==> config.mk <==
export PLATFORM = sky130hd
export DESIGN_NAME = pool_collect7x7
export DESIGN_NICKNAME = d
export VERILOG_FILES = /design/src/rtl/pool_pkg.sv /design/src/rtl/pool_collect7x7.sv
export SDC_FILE = /design/constraint.sdc
export NUM_CORES = 1
export LEC_CHECK = 0
export CORE_ASPECT_RATIO = 1.25
export CORE_MARGIN = 2
export CORE_UTILIZATION = 48
export CTS_CLUSTER_DIAMETER = 120
export DETAILED_ROUTE_END_ITERATION = 10
export GPL_TIMING_DRIVEN = 0
export PLACE_DENSITY = 0.86
export SETUP_SLACK_MARGIN = 0.2
export SYNTH_ARGS = -nofsm -noshare
export SYNTH_HDL_FRONTEND = slang
export SYNTH_SLANG_ARGS = --single-unit
==> constraint.sdc <==
create_clock -name clk -period 16.7 [get_ports clk]
set_input_delay 3.34 -clock clk [delete_from_list [all_inputs] [get_ports clk]]
set_output_delay 3.34 -clock clk [all_outputs]
set_load 0.005 [all_outputs]
==> src/rtl/pool_pkg.sv <==
// Shared definitions for the 14x14 -> 7x7 max-pool collection path.
//
// Contents:
//   PIX_W        pixel width in bits
//   POOL_IN_DIM  side of the incoming feature map (14)
//   POOL_OUT_DIM side of the pooled map (7)
//   POOL_OUT_N   pooled outputs per frame (49)
//   IDX_W        width of the pool window index
//   pool_state_e collector FSM states
package pool_pkg;

    localparam int unsigned PIX_W        = 8;
    localparam int unsigned POOL_IN_DIM  = 14;
    localparam int unsigned POOL_OUT_DIM = POOL_IN_DIM / 2;
    localparam int unsigned POOL_OUT_N   = POOL_OUT_DIM * POOL_OUT_DIM;
    localparam int unsigned IDX_W        = 6;

    typedef enum logic [1:0] {
        IDLE,
        SCAN,
        DONE
    } pool_state_e;

endpackage

==> src/rtl/pool_collect7x7.sv <==
// Sequencer and result buffer behind the 14x14 2x2 max-pool stage.
//
// Steps the pool window index 0..48 while the upstream map is held, captures
// each pooled pixel into a 7x7 buffer and offers the finished map downstream.
//
// Optional feature macro: POOL_RELU_EN
//   defined   - pool_out is treated as signed; negative values are stored as 0
//   undefined - pool_out is stored raw
//
// Ports:
//   clk        system clock, rising edge
//   rst        asynchronous active-high reset
//   in_valid   upstream 14x14 map valid and held stable
//   in_ready   one-cycle pulse: frame consumed, upstream may change its data
//   pool_idx   window index to the pool stage (0 outside SCAN)
//   pool_out   combinational pooled value for the current pool_idx
//   out_valid  fmap holds a complete 7x7 frame
//   out_ready  downstream accepts fmap
//   fmap       pooled map, slot k = fmap[k*PIX_W +: PIX_W], k = row*7+col
module pool_collect7x7 #(
    parameter int unsigned PIX_W = pool_pkg::PIX_W,
    parameter int unsigned OUT_N = pool_pkg::POOL_OUT_N
) (
    input  logic                         clk,
    input  logic                         rst,
    input  logic                         in_valid,
    output logic                         in_ready,
    output logic [pool_pkg::IDX_W-1:0]   pool_idx,
    input  logic [PIX_W-1:0]             pool_out,
    output logic                         out_valid,
    input  logic                         out_ready,
    output logic [PIX_W*OUT_N-1:0]       fmap
);

    import pool_pkg::*;

    localparam logic [IDX_W-1:0] LAST_IDX = IDX_W'(OUT_N - 1);

    pool_state_e            state_q;
    logic [IDX_W-1:0]       idx_q;
    logic                   in_ready_q;
    logic                   out_valid_q;
    logic [PIX_W*OUT_N-1:0] fmap_q;
    logic [PIX_W-1:0]       pix_val;

    // Value written into the current slot.
    always_comb begin
`ifdef POOL_RELU_EN
        pix_val = pool_out[PIX_W-1] ? '0 : pool_out;
`else
        pix_val = pool_out;
`endif
    end

    // idx_q is kept at 0 outside SCAN so it can drive pool_idx directly.
    // in_ready_q is set one cycle early so it is high exactly while idx_q == LAST_IDX.
    always_ff @(posedge clk or posedge rst) begin
        if (rst) begin
            state_q     <= IDLE;
            idx_q       <= '0;
            in_ready_q  <= 1'b0;
            out_valid_q <= 1'b0;
            fmap_q      <= '0;
        end else begin
            unique case (state_q)
                IDLE: begin
                    if (in_valid) begin
                        state_q <= SCAN;
                        idx_q   <= '0;
                    end
                end
                SCAN: begin
                    for (int k = 0; k < int'(OUT_N); k++) begin
                        if (idx_q == IDX_W'(k)) begin
                            fmap_q[k*PIX_W +: PIX_W] <= pix_val;
                        end
                    end
                    if (idx_q == LAST_IDX) begin
                        state_q     <= DONE;
                        idx_q       <= '0;
                        in_ready_q  <= 1'b0;
                        out_valid_q <= 1'b1;
                    end else begin
                        idx_q      <= idx_q + 1'b1;
                        in_ready_q <= (idx_q == LAST_IDX - 1'b1);
                    end
                end
                DONE: begin
                    if (out_ready) begin
                        out_valid_q <= 1'b0;
                        // Back-to-back: a waiting frame starts without an IDLE cycle.
                        state_q     <= in_valid ? SCAN : IDLE;
                    end
                end
                default: begin
                    state_q <= IDLE;
                end
            endcase
        end
    end

    assign in_ready  = in_ready_q;
    assign out_valid = out_valid_q;
    assign pool_idx  = idx_q;
    assign fmap      = fmap_q;

endmodule

==> flow_summary.json <==
{
  "status": "complete, no violations",
  "synth-seq-cells": 402,
  "finalSetupTns_ns": 0,
  "crit_buf_inv": 1,
  "ys.flop_type": "dfrtp_1",
  "p_switching_mw": 1.17,
  "rsz0062_at_grt": "false",
  "placed_cell_area_sq_um": 20300,
  "htreeDepth": 2,
  "port_buffers": 403,
  "avgRoutedWirePerCell_um": 24.4,
  "fin_ws_ns": 11.75,
  "clkTransAtPathRegs_ns": 0.06,
  "clockRootBuffer": "clkbuf_16",
  "grt_max_degree": 118,
  "timing.final.crit_period_ns": 4.95,
  "path_cells": "clkdlybuf4s50_1",
  "leakage_nw": 9.57,
  "cts_buffers": 39,
  "layout_commonest_cell": "clkdlybuf4s50_1",
  "post-place-ws_ns": 11.30,
  "ys_warn_count": 0,
  "worst_slew_pin_slew_ns": 1.08,
  "place_congestion": 0.833,
  "fp.dieW_um": 166,
  "mappedNetlistArea_sq_um": 15700,
  "finalSetupViolations": 0,
  "yosysTopAreaCellShare": 0.641,
  "highest_layer": "met4",
  "io_pins": 412,
  "cts_setup_buffers": 0,
  "postRouteWirelength_um": 45200,
  "drive_above_1_share": 0.349,
  "drtIter0Drc": 481,
  "p_int_mw": 2.94,
  "drt-met1-wl_um": 17200,
  "final_cell_mix": "403 x clkdlybuf4s50_1, 402 x dfrtp_1, 364 x mux2_2, 55 x clkbuf_1, 41 x clkbuf_16",
  "cts_resized": 0,
  "hold_viol": 0,
  "worstSetupPathType": "flip-flop to primary output",
  "max-slew-margin-rel": 0.275,
  "min-delay-path-class": "flip-flop to flip-flop",
  "areaGrowthSynthToFinish_pct": 37.8,
  "fmax_ghz": 0.202,
  "tritoncts": "done",
  "vias": 9886,
  "synth_top_cell_by_area": "dfrtp_1",
  "seq_power_share": 0.389,
  "core-area_sq_um": 32400,
  "cap_violations": 0,
  "final_area_sq_um": 21600,
  "cp-start-kind": "flip-flop",
  "synthesis.nets": 981,
  "antenna_found_initial": 0,
  "ys_seq_area_frac": 0.641,
  "cp_slowest_stage_delay_ns": 0.59,
  "fp-row-count": 74,
  "avgSynthCellArea_sq_um": 16.3,
  "async_reset_ff_frac": 1.00,
  "pwr-share-comb": 0.395,
  "arrival_ns": 1.61,
  "drcViolationCount": 0,
  "crit_family": "buffers and inverters",
  "antenna_left": 0,
  "max-vdd-ir-drop_v": 0.000141,
  "cp.required_ns": 13.36,
  "die_y_um": 206,
  "path_max_fanout": 8,
  "final_nets": 1428,
  "grt_pass1_wl_um": 67700,
  "netlist_instances": 965,
  "die_area_sq_um": 34200,
  "cts.path.max_buffers": 3,
  "sw_frac_of_total": 0.284,
  "power_per_cell_area_nw_per_um2": 190,
  "start_util": 0.484,
  "fin_worst_skew_ns": 0.0123,
  "grt_pass1_vias": 10700,
  "yosysUniqueCellTypes": 38,
  "dr_wl_met2_um": 23400,
  "clkLatencyLatePin_ns": 0.53,
  "synth_edf_count": 0,
  "grt.overflow.total": 0,
  "groute.usage.overall": 0.262,
  "min_period_over_period": 0.296,
  "met3_wirelength_um": 2850,
  "cpMaxStageDelayCell": "clkdlybuf4s50_1",
  "hpwl_um": 32500,
  "diodes": 0,
  "total_power_mw": 4.11,
  "cts_hold_buffers": 0,
  "nFillCells": 2246,
  "yosys-top-cells-area": "dfrtp_1 64%, mux2_2 26%, mux2_4 2.3%",
  "cts_sinks": 402,
  "pwr-share-clk": 0.216,
  "worstSetupEndpointType": "primary output",
  "drv_slew": 0,
  "routed_via_density": 5.33,
  "first_pass_iters": 4
}
-- synthesized netlist by cell type (4+ instances only) --
cell type	instances
inv_1	5
ha_1	4
buf_2	9
o21ai_0	5
nand3_1	15
mux2_2	364
mux2_4	24
nand3b_1	8
mux2_1	4
nand2_1	11
nor2_8	10
nor2_2	26
clkbuf_1	46
dfrtp_1	402
-- stage by stage --
step,std cells,utilization,hold WS [ns]
6_report,1855,0.667,0.480
5_1_grt,1855,0.667,0.518
4_1_cts,1855,0.667,0.482
3_5_place_dp,1789,0.628,0.469
2_1_floorplan,965,-,0.474
3_3_place_gp,1786,0.625,0.462
-- worst paths after layout --
path,startpoint,endpoint,slack [ns],cells after the start
setup / recovery,pool_idx[0],pool_idx[0],11.75,1
hold / removal,in_ready,in_ready,0.48,1
setup reg to reg,pool_idx[0],fmap[213],14.03,6
hold reg to reg,in_ready,in_ready,0.48,1
max in group asynchronous,rst,fmap[229],11.93,4
min in group asynchronous,rst,fmap[374],3.30,2
-- flip-flops by register name, indices dropped and copies added, names as in the netlist --
name and flops:
fmap 392, in_ready 1, out_valid 1, pool_idx 6, state_q 2
-- cell families after synthesis --
family | synth area share
fa+ha+maj | 0.00319
buf+inv | 0.0178
flops | 0.641
mux | 0.288
compound gates | 0.00606
simple gates | 0.0438
-- power by group through the flow --
stage	Sequential (mW)	Combinational [mW]	Clock (mW)
floorplan	1.61	0.602	0
global placement	1.59	1.58	0
detailed placement	1.61	1.63	0
CTS	1.60	1.64	0.906
global route	1.64	1.72	0.945
finish	1.60	1.62	0.888
-- worst register-to-register path, stage by stage, from the launching register on --
cell	delay (ns)
dfrtp_1	0.47
inv_1	0.12
ha_1	0.14
clkbuf_1	0.32
nand3b_1	0.48
nor2_2	0.61
mux2_2	0.41
-- metal layers --
layer,vias to the layer above,GRT usage
met5,-,0
met1,5161,0.307
li1,4283,-
met4,0,0.104
met3,88,0.0672
met2,354,0.463
-- cell type report --
cell class                      count  area [sq um]  share of cell area
Sequential cell                   402         10100               0.465
Multi-Input combinational cell    500          5360               0.248
Timing Repair Buffer              406          4120               0.190
Clock buffer                       57          1160              0.0535
Tap cell                          418           523              0.0242
Buffer                             58           260              0.0120
Clock inverter                      9           125             0.00579
Inverter                            5          26.3             0.00122
No activity file was read; power rests on OpenSTA's default activity.
